===== src/rtl/aq_reduce.sv =====
// aq_reduce: streaming ARGB8888 nearest-neighbour down-scaler.
// One accumulator per axis walks the source raster; a pixel is kept when both
// the row accumulator (updated at line start) and the column accumulator
// (updated per pixel) wrap past the source size. One clock of latency and no
// backpressure.
module aq_reduce (
  input  logic        CLK,
  input  logic        RST_N,
  input  logic [10:0] ORG_X,
  input  logic [10:0] ORG_Y,
  input  logic [10:0] CNV_X,
  input  logic [10:0] CNV_Y,
  input  logic        DIN_WE,
  input  logic        DIN_START_X,
  input  logic        DIN_START_Y,
  input  logic [7:0]  DIN_A,
  input  logic [7:0]  DIN_R,
  input  logic [7:0]  DIN_G,
  input  logic [7:0]  DIN_B,
  output logic        DOUT_OE,
  output logic        DOUT_START_X,
  output logic        DOUT_START_Y,
  output logic [7:0]  DOUT_A,
  output logic [7:0]  DOUT_R,
  output logic [7:0]  DOUT_G,
  output logic [7:0]  DOUT_B
);

  // Frame/line events and whether this input is processed at all.
  logic line_start, frame_start, active;
  assign line_start  = DIN_WE & DIN_START_X;
  assign frame_start = line_start & DIN_START_Y;

  // Architectural state.
  logic        armed_q, armed_d;
  logic [10:0] org_x_q, org_x_d, org_y_q, org_y_d;
  logic [10:0] cnv_x_q, cnv_x_d, cnv_y_q, cnv_y_d;
  logic [11:0] xacc_q, xacc_d, yacc_q, yacc_d;
  logic        row_sel_q, row_sel_d;
  logic        pend_x_q, pend_x_d, pend_y_q, pend_y_d;

  assign active = DIN_WE & (armed_q | frame_start);

  // The frame-start pixel sees the live configuration; later pixels the shadow.
  logic [10:0] cur_org_x, cur_org_y, cur_cnv_x, cur_cnv_y, eff_x, eff_y;
  assign cur_org_x = frame_start ? ORG_X : org_x_q;
  assign cur_org_y = frame_start ? ORG_Y : org_y_q;
  assign cur_cnv_x = frame_start ? CNV_X : cnv_x_q;
  assign cur_cnv_y = frame_start ? CNV_Y : cnv_y_q;
  // Upscaling is not supported: an oversized target clamps to pass-through.
  assign eff_x = (cur_cnv_x < cur_org_x) ? cur_cnv_x : cur_org_x;
  assign eff_y = (cur_cnv_y < cur_org_y) ? cur_cnv_y : cur_org_y;

  // Candidate accumulator sums. A zero effective size (CNV or ORG zero) never
  // selects, so an empty configuration emits nothing.
  logic [11:0] y_next, x_next;
  logic        row_hit, col_hit;
  assign y_next  = (frame_start ? 12'd0 : yacc_q) + {1'b0, eff_y};
  assign x_next  = (line_start  ? 12'd0 : xacc_q) + {1'b0, eff_x};
  assign row_hit = (eff_y != 11'd0) && (y_next >= {1'b0, cur_org_y});
  assign col_hit = (eff_x != 11'd0) && (x_next >= {1'b0, cur_org_x});

  logic emit, emit_sx, emit_sy;

  // Next-state: configuration capture, accumulator stepping and start flags.
  always_comb begin
    // NOTE: every signal gets a default first so no path leaves it unassigned,
    // which would otherwise infer a latch.
    armed_d   = armed_q;
    org_x_d   = org_x_q;
    org_y_d   = org_y_q;
    cnv_x_d   = cnv_x_q;
    cnv_y_d   = cnv_y_q;
    xacc_d    = xacc_q;
    yacc_d    = yacc_q;
    row_sel_d = row_sel_q;
    pend_x_d  = pend_x_q;
    pend_y_d  = pend_y_q;
    emit      = 1'b0;
    emit_sx   = 1'b0;
    emit_sy   = 1'b0;

    if (frame_start) begin
      armed_d  = 1'b1;
      org_x_d  = ORG_X;
      org_y_d  = ORG_Y;
      cnv_x_d  = CNV_X;
      cnv_y_d  = CNV_Y;
      pend_y_d = 1'b1;
    end

    if (active) begin
      if (line_start) begin
        row_sel_d = row_hit;
        yacc_d    = row_hit ? (y_next - {1'b0, cur_org_y}) : y_next;
        pend_x_d  = 1'b1;
      end
      xacc_d = col_hit ? (x_next - {1'b0, cur_org_x}) : x_next;
      emit   = row_sel_d & col_hit;
    end

    // The start markers ride on the first emitted pixel, which may be the
    // line/frame start pixel itself.
    if (emit) begin
      emit_sx  = pend_x_d;
      emit_sy  = pend_y_d;
      pend_x_d = 1'b0;
      pend_y_d = 1'b0;
    end
  end

  // State registers.
  always_ff @(posedge CLK or negedge RST_N) begin
    if (!RST_N) begin
      armed_q   <= 1'b0;
      org_x_q   <= '0;
      org_y_q   <= '0;
      cnv_x_q   <= '0;
      cnv_y_q   <= '0;
      xacc_q    <= '0;
      yacc_q    <= '0;
      row_sel_q <= 1'b0;
      pend_x_q  <= 1'b0;
      pend_y_q  <= 1'b0;
    end else begin
      // NOTE: sequential state uses non-blocking assignments so every register
      // samples pre-edge values regardless of statement order.
      armed_q   <= armed_d;
      org_x_q   <= org_x_d;
      org_y_q   <= org_y_d;
      cnv_x_q   <= cnv_x_d;
      cnv_y_q   <= cnv_y_d;
      xacc_q    <= xacc_d;
      yacc_q    <= yacc_d;
      row_sel_q <= row_sel_d;
      pend_x_q  <= pend_x_d;
      pend_y_q  <= pend_y_d;
    end
  end

  // Output stage: strobes pulse per emitted pixel, pixel data holds otherwise.
  always_ff @(posedge CLK or negedge RST_N) begin
    if (!RST_N) begin
      DOUT_OE      <= 1'b0;
      DOUT_START_X <= 1'b0;
      DOUT_START_Y <= 1'b0;
      DOUT_A       <= '0;
      DOUT_R       <= '0;
      DOUT_G       <= '0;
      DOUT_B       <= '0;
    end else begin
      DOUT_OE      <= emit;
      DOUT_START_X <= emit_sx;
      DOUT_START_Y <= emit_sy;
      if (emit) begin
        DOUT_A <= DIN_A;
        DOUT_R <= DIN_R;
        DOUT_G <= DIN_G;
        DOUT_B <= DIN_B;
      end
    end
  end

endmodule


===== config.mk =====
export PLATFORM = sky130hd
export DESIGN_NAME = aq_reduce
export DESIGN_NICKNAME = d
export VERILOG_FILES = /design/src/rtl/aq_reduce.sv
export SDC_FILE = /design/constraint.sdc
export NUM_CORES = 1
export LEC_CHECK = 0
export BUFFER_PORTS_ARGS = -buffer_cell sky130_fd_sc_hd__buf_4
export CAP_MARGIN = 25
export CORE_AREA = 3 3 115 117
export DETAILED_ROUTE_END_ITERATION = 10
export DIE_AREA = 0 0 118 120
export PLACE_DENSITY = 0.94
export SLEW_MARGIN = 20
export SYNTH_ARGS = -nofsm -noshare
export SYNTH_HDL_FRONTEND = slang
export SYNTH_SLANG_ARGS = --single-unit

===== constraint.sdc =====
create_clock -name CLK -period 9.2 [get_ports CLK]
set_clock_uncertainty 0.05 [all_clocks]
set_input_delay 0.46 -clock CLK [delete_from_list [all_inputs] [get_ports CLK]]
set_output_delay 0.46 -clock CLK [all_outputs]
set_load 0.02 [all_outputs]

Yosys cells after proc, flatten, opt, wreduce, memory -nomap -nowiden
Cells that the tools add are included.
{"block": "word_totals", "ff_bits": 107, "latch_bits": 0, "mem_bits_rw": 0, "mem_bits_ro": 0, "in_bits": 81, "out_inout_bits": 35, "elab_cells": 55, "n_memories": 0}
{"block": "classes", "n_addsub": 4, "mul": 0, "div": 0, "magnitude_cmp": 4, "n_eq_ne": 0, "shift": 0, "n_mux": 20, "bitwise": 5, "n_reduce_logical": 5}
{"op": "$mux W11", "count": 6}
{"op": "$mux W12", "count": 4}
{"op": "$add A12 B11 Y12", "count": 2}
{"op": "$ge A12 B11 Y1", "count": 2}
{"op": "$sub A12 B11 Y12", "count": 2}
{"op": "$lt A11 B11 Y1", "count": 2}
{"op": "$reduce_bool A11 Y1", "count": 2}
{"op": "$mux W1", "count": 10}
{"op": "$and A1 B1 Y1", "count": 4}
{"op": "$logic_and A1 B1 Y1", "count": 2}
{"op": "$reduce_and A2 Y1", "count": 1}
{"op": "$or A1 B1 Y1", "count": 1}

Logic depth before layout (Yosys ltp)
Gate-level depths: netlist of the first run.
{"block": "depth", "depth_word": 13, "mapped_depth": 36, "mapped_depth_nobuf": 32}

Least setup slack after synthesis of the first run
Ideal clock, no wire load.
{"block": "synth_timing", "path_type": "in2reg", "start": "input DIN_START_X", "end": "register DOUT_A[7]", "setup_time_ns": 0.125, "arrival_ns": 7.452, "required_ns": 9.025, "path_slack_ns": 1.573, "cell_stages": 34, "path_buffers": 6, "path_cell_list": "nand3_2 -> buf_1 -> clkbuf_1 -> clkbuf_1 -> mux2i_1 -> inv_1 -> ha_1 -> and4_1 -> a21oi_1 -> nand3_1 -> nor2_1 -> clkbuf_1 -> mux2i_1 -> ha_1 -> a21oi_1 -> maj3_1 -> nor4b_1 -> nor3_1 -> a21oi_1 -> xor2_1 -> ha_1 -> clkbuf_1 -> a21oi_1 -> nor2_1 -> nor2_1 -> nand2_1 -> o21ba_2 -> o31ai_1 -> o21ai_2 -> a211oi_2 -> o21ai_4 -> inv_4 -> buf_8 -> mux2_4"}
{"block": "synth_between", "elab_chain_cells": 12, "word_cells_on_any_way": 26, "classes_between": "add/sub: 2; order compare: 4; mux: 11; bitwise: 5; reduce/logical: 4"}
{"item": "start, declared", "line_no": "14", "rtl": "input logic DIN_START_X,"}
{"item": "$and A1 B1 Y1 *", "line_no": "31", "rtl": "assign line_start = DIN_WE & DIN_START_X;"}
{"item": "$and A1 B1 Y1", "line_no": "32", "rtl": "assign frame_start = line_start & DIN_START_Y;"}
{"item": "$mux W11"}
{"item": "$lt A11 B11 Y1", "line_no": "52", "rtl": "assign eff_y = (cur_cnv_y < cur_org_y) ? cur_cnv_y : cur_org_y;"}
{"item": "$mux W11", "line_no": "52"}
{"item": "$add A12 B11 Y12", "line_no": "58", "rtl": "assign y_next = (frame_start ? 12'd0 : yacc_q) + {1'b0, eff_y};"}
{"item": "$ge A12 B11 Y1", "line_no": "60", "rtl": "assign row_hit = (eff_y != 11'd0) && (y_next >= {1'b0, cur_org_y});"}
{"item": "$logic_and A1 B1 Y1", "line_no": "60"}
{"item": "$mux W1", "line_no": "93", "rtl": "if (line_start) begin"}
{"item": "$mux W1", "line_no": "92", "rtl": "if (active) begin"}
{"item": "$and A1 B1 Y1", "line_no": "99", "rtl": "emit = row_sel_d & col_hit;"}
{"item": "$mux W1 *", "line_no": "92"}
{"item": "end signal, assigned", "line_no": "147", "rtl": "DOUT_A <= '0;"}
{"item": "end signal, assigned", "line_no": "156", "rtl": "DOUT_A <= DIN_A;"}
{"item": "end, declared", "line_no": "23", "rtl": "output logic [7:0] DOUT_A,"}
Mark *: on every way between the ends. The rest lies on a longest branch, timed or not. The select of a mux whose other input is x is not followed.
A chain may end at the register's enable or synchronous reset.

Final worst setup path of the first run
{"block": "layout_timing", "start": "input DIN_START_X", "end": "register DOUT_B[0]"}
{"block": "layout_between", "elab_chain_cells": 12, "word_cells_on_any_way": 26, "classes_between": "add/sub: 2; order compare: 4; mux: 11; bitwise: 5; reduce/logical: 4"}
{"item": "$and A1 B1 Y1 *", "line_no": "31"}
{"item": "$and A1 B1 Y1", "line_no": "32"}
{"item": "$mux W11"}
{"item": "$lt A11 B11 Y1", "line_no": "52"}
{"item": "$mux W11", "line_no": "52"}
{"item": "$add A12 B11 Y12", "line_no": "58"}
{"item": "$ge A12 B11 Y1", "line_no": "60"}
{"item": "$logic_and A1 B1 Y1", "line_no": "60"}
{"item": "$mux W1", "line_no": "93"}
{"item": "$mux W1", "line_no": "92"}
{"item": "$and A1 B1 Y1", "line_no": "99"}
{"item": "$mux W1 *", "line_no": "92"}
{"item": "end signal, assigned", "line_no": "150", "rtl": "DOUT_B <= '0;"}
{"item": "end signal, assigned", "line_no": "159", "rtl": "DOUT_B <= DIN_B;"}
{"item": "end, declared", "line_no": "26", "rtl": "output logic [7:0] DOUT_B"}
Marks and branches as above.

==> impl_metrics.toml, run 1 <==
[logic_synthesis]
ys_warn_count = 0
syn_inst = 822
async_flop_share_pct = 100.0
syn_area_um2 = 7727
yosys_register_bits = 107
ys_seq_area_share_pct = 34.65
synth_edf_count = 0
synth_nets = 966
synth_ff_type = "dfrtp_1"
avgSynthCellArea_um2 = 9.401
synth.distinct_cells = 76

[sta]
fin_ws_ps = 1019
holdWs_ps = 5.868
tightest_slew_ps = 982.2
min_period_ps = 8181
grt_setup_unrepaired = "no"
tns_ps = 0
setup_viol = 0
drv_slew = 0
fmax_ghz = 0.1222
relSlewSlack_pct = 34.52
final-hold-violation-count = 0
finalCritPeriodShare_pct = 88.92

[cells_and_area]
final_nets = 1074
layout.area.seq_um2 = 2678
multi_input_area_um2 = 4614
mostFrequentLayoutCells = "125 x buf_4, 107 x dfrtp_1, 87 x nand2_1"
final_common_cell = "buf_4"
diodes = 0
fillers = 858
drive_gt1_share_pct = 20.53
synthToLayoutAreaGrowth_pct = 17.11

[floorplanning]
die_w_um = 118
rows = 41
die_area_um2 = 14160
start_util_pct = 61.99
fp.coreArea_um2 = 12470
num_io_pins = 116
die_y_um = 120

[setup_path]
path_class = "primary input to flop"
end_kind = "flop"
cp_max_fo = 35
cpMostUsedCell = "o21ai_0"
cp.arrival_ps = 8370
r2r-start = "org_x_q[6]"
cp.required_ps = 9390
crit_end = "DOUT_B[0]"
reg2reg_depth = 27
crit_slowest_cell = "and3_2"
r2r_slack_ps = 1670
cpPeakStageDelay_ps = 830
startpoint = "DIN_START_X"
reg2reg_to = "DOUT_B[0]"
critPathLaunchType = "primary input"

[clock_tree]
cts-root-buf = "clkbuf_16"
tritoncts = "built"
ctsLongestPathBuffers = 2
numCtsBuffers = 9
cts.repair.resized = 0
cts_max_level = 3
postCtsHoldBufs = 0
postCtsSetupBuffers = 0
clock_latency_ps = 360
clock_sinks = 107
clk_pin_slew_ps = 80

[detailed_routing]
drtIter0Drc = 631
drc = 0
finalWirelength_mm = 20.64
firstDrtPassIters = 5
via_per_inst = 6.132
antenna_left = 0
wl_per_cell_um = 18.64
vias = 6788

[grt]
grt_start_max_net_pins = 71
track_usage_pct = 29.74
antenna_found_initial = 0
overflow = 0
grt_pass1_vias = 6815
grt_pass1_wl_mm = 33.92

[place]
numPortBuffers = 115
hpwl_mm = 15.08
place_congestion = 1.007
post-place-ws_ps = 858.8

[flow_run]
maxCapViolations = 0

[run_status]
status = "finished clean"

[hold_path]
hold_class = "primary input to async pin"
## layout make-up
type                    instances  area share, %
clock buffers                  10          2.641
clock inverters                 6         0.8987
inverters                      75          3.138
multi-input cells             612          50.99
flip-flops and latches        107          29.59
well taps                     172          2.378
repair buffers                125          10.37
## flip-flops by register name (all words and copies together) (netlist names), 8 cells and up
register	count
xacc_q	12
yacc_q	12
cnv_x_q	11
cnv_y_q	11
org_x_q	11
org_y_q	11
DOUT_A	8
DOUT_B	8
DOUT_G	8
DOUT_R	8
## cell usage after synthesis, types with 3 or more instances
| cell type | n | share of area (%) |
|---|---|---|
| nor4_1 | 3 | 0.24 |
| o31a_1 | 4 | 0.45 |
| o211ai_1 | 5 | 0.49 |
| buf_4 | 3 | 0.29 |
| and4_1 | 3 | 0.34 |
| clkbuf_1 | 16 | 0.78 |
| o2111ai_1 | 3 | 0.34 |
| nand3b_1 | 6 | 0.58 |
| nand3_1 | 14 | 0.91 |
| xnor2_1 | 18 | 2.0 |
| o31ai_1 | 3 | 0.29 |
| mux2_2 | 6 | 0.87 |
| fa_1 | 4 | 1.0 |
| nor2b_1 | 8 | 0.65 |
| a21oi_1 | 43 | 2.8 |
| mux2_1 | 5 | 0.73 |
| nor4b_1 | 3 | 0.34 |
| a21o_1 | 15 | 1.5 |
| inv_1 | 73 | 3.5 |
| a31oi_1 | 7 | 0.57 |
| o21ai_1 | 8 | 0.52 |
| nor3_1 | 11 | 0.71 |
| nor2_1 | 50 | 2.4 |
| a311oi_1 | 3 | 0.34 |
| ha_1 | 59 | 9.6 |
| or3_1 | 5 | 0.40 |
| o21ai_0 | 32 | 2.1 |
| a21boi_0 | 6 | 0.58 |
| buf_8 | 3 | 0.58 |
| o21a_1 | 6 | 0.58 |
| buf_1 | 4 | 0.19 |
| a2111oi_0 | 3 | 0.34 |
| and3_1 | 7 | 0.57 |
| dfrtp_1 | 107 | 35 |
| mux2_4 | 28 | 5.4 |
| nand2_1 | 87 | 4.2 |
| mux2i_1 | 62 | 8.0 |
| xor2_1 | 10 | 1.1 |
| nand4_1 | 14 | 1.1 |
| nand2b_1 | 10 | 0.81 |
| and2_1 | 22 | 1.8 |
## cells by family after synthesis
kind of cell | count (synthesis) | share of synthesized area (%)
flip-flops | 107 | 34.65
adder cells (fa/ha/maj) | 65 | 10.86
buffers and inverters | 103 | 5.651
AND/OR/NAND/NOR | 250 | 15.87
XOR/XNOR | 28 | 3.174
AO/OA/AOI/OAI | 168 | 14.72
multiplexers | 101 | 15.07
## stage by stage
step           utilization, %  instance area (µm²)  instances
4_1_cts                 72.60                 9050       1107
5_1_grt                 72.60                 9050       1107
3_3_place_gp            70.03                 8730       1091
3_5_place_dp            70.03                 8730       1091
6_report                72.60                 9050       1107
2_1_floorplan               -                 7727        822
## critical path, delay by kind of cell
family | cells | cell delay (ps)
compound gates | 14 | 3260
buf+inv | 4 | 750
simple gates | 6 | 1530
fa+ha+maj | 4 | 1280
mux | 3 | 1070
## worst min path at each step
stage,to,slack (ps),depth (start not counted)
6_report,cnv_y_q[3],6,1
4_1_cts,org_y_q[4],30,1
5_1_grt,cnv_y_q[4],50,1
3_5_place_dp,cnv_y_q[4],410,1
2_1_floorplan,DOUT_A[0],110,0
3_3_place_gp,cnv_y_q[4],400,1
## metal layers
metal	global-route usage, %	wire [µm]
met1	37.17	8048
met2	50.05	10120
met3	3.864	1505
met4	16.78	959
met5	0	0
Power of run 1 is not shown: default switching activity piles up to over one toggle a cycle in this logic, so the estimate is an artifact.
==> run 2, diff against run 1 <==
--- a/config.mk
+++ b/config.mk
@@ -5,12 +5,13 @@
 export SDC_FILE = /design/constraint.sdc
 export NUM_CORES = 1
 export LEC_CHECK = 0
+export ABC_AREA = 1
 export BUFFER_PORTS_ARGS = -buffer_cell sky130_fd_sc_hd__buf_4
 export CAP_MARGIN = 25
-export CORE_AREA = 3 3 115 117
+export CORE_AREA = 3 3 124 126
 export DETAILED_ROUTE_END_ITERATION = 10
-export DIE_AREA = 0 0 118 120
-export PLACE_DENSITY = 0.94
+export DIE_AREA = 0 0 127 129
+export PLACE_DENSITY = 0.84
 export SLEW_MARGIN = 20
 export SYNTH_ARGS = -nofsm -noshare
 export SYNTH_HDL_FRONTEND = slang
==> constraint.sdc (replaced) <==
create_clock -name CLK -period 6.75 [get_ports CLK]
set_clock_uncertainty 0.05 [all_clocks]
set_input_delay 0.3375 -clock CLK [delete_from_list [all_inputs] [get_ports CLK]]
set_output_delay 0.3375 -clock CLK [all_outputs]
set_load 0.02 [all_outputs]
==> run 2 against run 1 <==
Register-to-register slack lost 970 ps. Via count up 2.2%. Core utilization down 11 points. Hold slack improved by 140 ps. Flip-flop and latch count is the same. Global-route usage down 6.3 points. Cell count is 18% higher. Area after synthesis is 4.3% lower. Critical path depth rose by 5. Final area decreased by 2.4%. Synthesized cell count rose by 23%. Critical path type unchanged.
==> impl_metrics.toml, run 2 <==
[floorplanning]
rows = 44
die_w_um = 127
fp.coreArea_um2 = 14420
die_area_um2 = 16380
start_util_pct = 51.28
die_y_um = 129
num_io_pins = 116

[setup_path]
crit_end = "DOUT_R[0]"
reg2reg_to = "DOUT_R[0]"
reg2reg_depth = 31
cp.arrival_ps = 6390
path_class = "primary input to flop"
cpPeakStageDelay_ps = 400
r2r_slack_ps = 700
startpoint = "DIN_WE"
cp.required_ps = 6950
critPathTopFamily = "compound AO/OA/AOI/OAI gates"
critPathLaunchType = "primary input"
crit_slowest_cell = "a2111oi_1"
cpMostUsedCell = "inv_1"
cp_max_fo = 33
r2r-start = "org_x_q[4]"
end_kind = "flop"
cp.depth = 36
path_buf_inv = 9

[logic_synthesis]
synth_edf_count = 0
syn_area_um2 = 7397
synth_top_area_share_pct = 36.20
synth_nets = 1151
ys_warn_count = 0
avgSynthCellArea_um2 = 7.346
yosys_register_bits = 107
synth.distinct_cells = 43
async_flop_share_pct = 100.0
ys_top_cells_by_count = "328 x nand2_1, 137 x inv_1, 107 x dfrtp_1"
syn_inst = 1007
ys_seq_area_share_pct = 36.20
yosysMostFrequentCell = "nand2_1"
synth_top_area_cell = "dfrtp_1"
synth_ff_type = "dfrtp_1"
synth_area_leaders = "dfrtp_1 36%, nand2_1 17%, ha_1 10%"

[grt]
grt_pass1_wl_mm = 31.06
grt_start_max_net_pins = 61
overflow = 0
grt_pass1_vias = 6738
antenna_found_initial = 0
track_usage_pct = 23.44

[clock_tree]
tritoncts = "built"
clock_sinks = 107
numCtsBuffers = 9
clock_latency_ps = 360
cts_max_level = 3
postCtsSetupBuffers = 0
cts-root-buf = "clkbuf_16"
ctsLongestPathBuffers = 2
clk_pin_slew_ps = 80

[detailed_routing]
finalWirelength_mm = 19.35
wl_met3_um = 789
drtIter0Drc = 512
antenna_left = 0
met2_length_mm = 9.701
top_layer = "met4"
routedLengthMet1_mm = 8.206
vias = 6936
drc = 0
via_per_inst = 5.299
wl_per_cell_um = 14.78
firstDrtPassIters = 5

[cells_and_area]
synthToLayoutAreaGrowth_pct = 19.38
post-route-util_pct = 61.22
stdcell_count = 1309
diodes = 0
final_common_cell = "nand2_1"
top_regs = "xacc_q x12, yacc_q x12"
drive_gt1_share_pct = 16.44
final_nets = 1264
fillers = 1292
mostFrequentLayoutCells = "328 x nand2_1, 137 x inv_1, 129 x buf_4"

[sta]
finalCritPeriodShare_pct = 91.70
relSlewSlack_pct = 33.90
fmax_ghz = 0.1616
setup_viol = 0
final-hold-violation-count = 0
drv_slew = 0
min_period_ps = 6190
holdWs_ps = 148.9
tightest_slew_ps = 987.9

[place]
numPortBuffers = 115
place_congestion = 0.9431
dp.cells = 1291
hpwl_mm = 14.48

[power]
power.density_nw_per_um2 = 590.3
seq_power_share_pct = 18.6
internal_power_uw = 2528
clkPwrFrac_pct = 10.6
netSwitchingFraction_pct = 51.50
p_leak_uw = 0.004934
peakVddDrop_mv = 0.4445
power_frac_comb_pct = 70.8
netSwitchingPower_uw = 2684

[flow_run]
maxCapViolations = 0

[run_status]
status = "finished clean"

[hold_path]
hold_class = "primary input to flop"
-- run 2: changes by cell type after synthesis, moves of 10 or more --
cell / before / now
inv_1: 73 / 137
nand2_2: 0 / 11
o21ai_0: 32 / 62
a21o_1: 15 / 2
nand2_1: 87 / 328
xor2_1: 10 / 22
mux2_4: 28 / 0
mux2i_1: 62 / 0
nand3_1: 14 / 36
nand4_1: 14 / 44
nand2b_1: 10 / 0
and2_1: 22 / 0
-- run 2: through the flow --
step / area (µm²) / TNS, ps / setup slack, ps / total power [µW]
3_5_place_dp: 8478 / -1.872 / -1.872 / 4553
2_1_floorplan: 7397 / 0 / 404.9 / 3725
5_1_grt: 8831 / -71.70 / -26.51 / 5733
4_1_cts: 8798 / 0 / 366.3 / 5130
6_report: 8831 / 0 / 560.3 / 5213
3_3_place_gp: 8478 / 0 / 147.7 / 4482
-- run 2: worst min-delay path by stage --
| stage | to | cells past startpoint | start | slack, ps |
|---|---|---|---|---|
| finish | org_x_q[9] | 3 | ORG_X[9] | 150 |
| global route | org_x_q[6] | 3 | ORG_X[6] | 150 |
| CTS | org_x_q[6] | 3 | ORG_X[6] | 140 |
| detailed placement | org_y_q[3] | 1 | RST_N | 350 |
| global placement | cnv_y_q[5] | 1 | RST_N | 330 |
| floorplan | DOUT_A[0] | 0 | RST_N | -8 |
-- run 2: logic make-up (layout without fill, tap and decap cells) --
family                     Yosys count  count (layout)  share of synthesized area [%]
AOI/OAI and AO/OA                  141             141                          10.54
xor gates and xnor gates            31              31                          3.670
adders and majority gates           63              63                          11.06
buffers and inverters              175             292                          9.540
DFF                                107             107                          36.20
and+or+nand+nor                    490             491                          28.99
-- run 2: metal layers --
metal,global-route usage (%),vias to the layer above
li1,-,3469
met1,28.83,3247
met2,40.63,174
met3,3.902,46
met4,10.47,0
met5,0,-
-- run 2: tightest hold or removal path: stages --
cell and delay (ps):
buf_4 80, nand2_1 40, nand2_1 70
-- run 2: power groups by stage --
stage / clock, µW / combinational (µW) / sequential (µW)
floorplan: 0 / 2650 / 1080
global placement: 0 / 3510 / 976
detailed placement: 0 / 3580 / 975
CTS: 563 / 3600 / 966
global route: 588 / 4150 / 992
finish: 555 / 3690 / 968
-- run 2: repair_timing --
action / 4_1_cts / 5_1_grt
gates resized for setup: 0 / 8
endpoints found under the hold margin: 47 / 0
hold buffers: 1 / 0
endpoints found under the setup margin: 0 / 40
-- run 2: cell type report --
class,count,area (µm²),area share (%)
repair buffers,133,1030,11.66
flip-flops and latches,107,2678,30.32
clock inverters,5,67.56,0.7651
inverters,143,539.3,6.107
well taps,184,230.2,2.607
clock buffers,11,242.7,2.749
multi-input cells,726,4044,45.79
No activity file was read; power rests on OpenSTA's default activity.
==> run 3, diff against run 2 <==
--- a/config.mk
+++ b/config.mk
@@ -8,10 +8,10 @@
 export ABC_AREA = 1
 export BUFFER_PORTS_ARGS = -buffer_cell sky130_fd_sc_hd__buf_4
 export CAP_MARGIN = 25
-export CORE_AREA = 3 3 124 126
+export CORE_AREA = 3 3 131 133
 export DETAILED_ROUTE_END_ITERATION = 10
-export DIE_AREA = 0 0 127 129
-export PLACE_DENSITY = 0.84
+export DIE_AREA = 0 0 134 136
+export PLACE_DENSITY = 0.77
 export SLEW_MARGIN = 20
 export SYNTH_ARGS = -nofsm -noshare
 export SYNTH_HDL_FRONTEND = slang
==> run 3 against run 2 <==
Final area increased by 0.34%. Total power grew 0.48%. Largest cell class unchanged. Sequential power about the same. Register-to-register slack got worse by 110 ps. Non-clock buffer count up 2. Combinational power rose by 1%. Die area is 11% higher. Cell count is 2.6% higher. Wire length rose by 1.1%. Via count decreased by 0.30%.
==> impl_metrics.toml, run 3 (synthesized netlist as in run 2, its figures left out) <==
[floorplanning]
num_io_pins = 116
die_y_um = 136
die_area_um2 = 18220
rows = 46
fp.coreArea_um2 = 15940
die_w_um = 134
start_util_pct = 46.40

[clock_tree]
clk_pin_slew_ps = 80
cts_max_level = 3
ctsLongestPathBuffers = 2
tritoncts = "built"
cts-root-buf = "clkbuf_16"
clock_sinks = 107
clock_latency_ps = 360
numCtsBuffers = 9

[place]
dp.cells = 1324
numPortBuffers = 115
hpwl_mm = 14.69
place_congestion = 0.9456

[cells_and_area]
stdcell_count = 1343
fillers = 1536
drive_gt1_share_pct = 16.77
diodes = 0
final_nets = 1266
top_regs = "xacc_q x12, yacc_q x12"
multi_input_area_um2 = 4041
mostFrequentLayoutCells = "328 x nand2_1, 137 x inv_1, 131 x buf_4"
synthToLayoutAreaGrowth_pct = 19.79
layout.area.seq_um2 = 2678
final_common_cell = "nand2_1"

[sta]
tns_ps = 0
min_period_ps = 6274
drv_slew = 0
setup_viol = 0
final-hold-violation-count = 0
grt_setup_unrepaired = "no"
finalCritPeriodShare_pct = 92.94
relSlewSlack_pct = 51.70
fmax_ghz = 0.1594
tightest_slew_ps = 724.5

[setup_path]
cp.depth = 35
cpPeakStageDelay_ps = 410
path_class = "primary input to flop"
reg2reg_depth = 31
path_buf_inv = 6
crit_end = "row_sel_q"
reg2reg_to = "row_sel_q"
critPathLaunchType = "primary input"
end_kind = "flop"
r2r_slack_ps = 590
r2r-start = "org_y_q[8]"
cp_max_fo = 33
cp.required_ps = 6920
cpMostUsedCell = "nand2_1"
critPathTopFamily = "simple AND/OR/NAND/NOR gates"
crit_slowest_cell = "fa_1"
cp.arrival_ps = 6450
startpoint = "DIN_WE"

[power]
p_leak_uw = 0.004939
peakVddDrop_mv = 0.3716
power.density_nw_per_um2 = 591.1

[hold_path]
hold_class = "primary input to flop"

[detailed_routing]
vias = 6915
via_per_inst = 5.149
antenna_left = 0
drtIter0Drc = 405
firstDrtPassIters = 6
wl_per_cell_um = 14.57
finalWirelength_mm = 19.57
drc = 0

[run_status]
status = "finished clean"

[grt]
grt_start_max_net_pins = 55
antenna_found_initial = 0
overflow = 0
track_usage_pct = 21.42
grt_pass1_wl_mm = 31.75
grt_pass1_vias = 6628

[flow_run]
maxCapViolations = 0
-- run 3: cell count changes in the layout (fill, tap and decap cells not counted), sizes merged --
| cell | previous run | this run |
|---|---|---|
| buf | 132 | 134 |
| clkinv | 3 | 4 |
| bufinv | 1 | 0 |
-- run 3: repair_timing --
item	4_1_cts	5_1_grt
hold endpoints to repair	7	0
gates resized for setup	0	8
setup buffers	0	1
setup endpoints to repair	0	49
hold buffers	1	0
-- run 3: area by class of cell --
type / instances / area share (%)
multi-input combinational: 726 / 45.61
clock buffer: 11 / 2.852
tap: 216 / 3.050
timing repair buffer: 135 / 11.73
sequential: 107 / 30.22
inverter: 143 / 6.058
clock inverter: 5 / 0.4801
-- run 3: worst min path at each step --
stage                   from         end  depth (start not counted)
floorplan              RST_N   DOUT_A[0]                          0
CTS                 ORG_X[5]  org_x_q[5]                          3
finish              ORG_X[5]  org_x_q[5]                          3
detailed placement     RST_N  cnv_y_q[3]                          1
global placement       RST_N  cnv_y_q[3]                          1
global route        ORG_X[5]  org_x_q[5]                          3
-- run 3: tightest hold or removal path: stages --
cell and delay (ps):
buf_4 80, nand2_1 40, nand2_1 70
-- run 3: layer usage --
layer	share of wire [%]	vias up	track usage (%)
met5	0	-	0
met4	2.9	0	7.029
met3	3.7	55	4.034
met2	51	161	37.87
met1	42	3227	26.41
li1	-	3472	-
-- run 3: metrics by stage --
stage	area (µm²)	power [µW]	setup slack [ps]	utilization (%)	hold WS, ps
final	8861	5238	476.4	55.58	146.3
after global routing	8861	5789	30.58	55.58	152.6
after CTS	8806	5163	281.7	55.23	134.7
after detailed placement	8501	4606	-56.19	53.32	374.6
after global placement	8501	4523	191.2	53.32	371.3
after floorplan	7397	3725	404.9	-	-8.091
-- run 3: report_power, final --
group          internal [µW]  total, µW  switching [µW]  leakage (µW)
registers                870        968            98.0       0.00131
clock network            276        537             261      0.000148
logic                   1390       3730            2350       0.00348
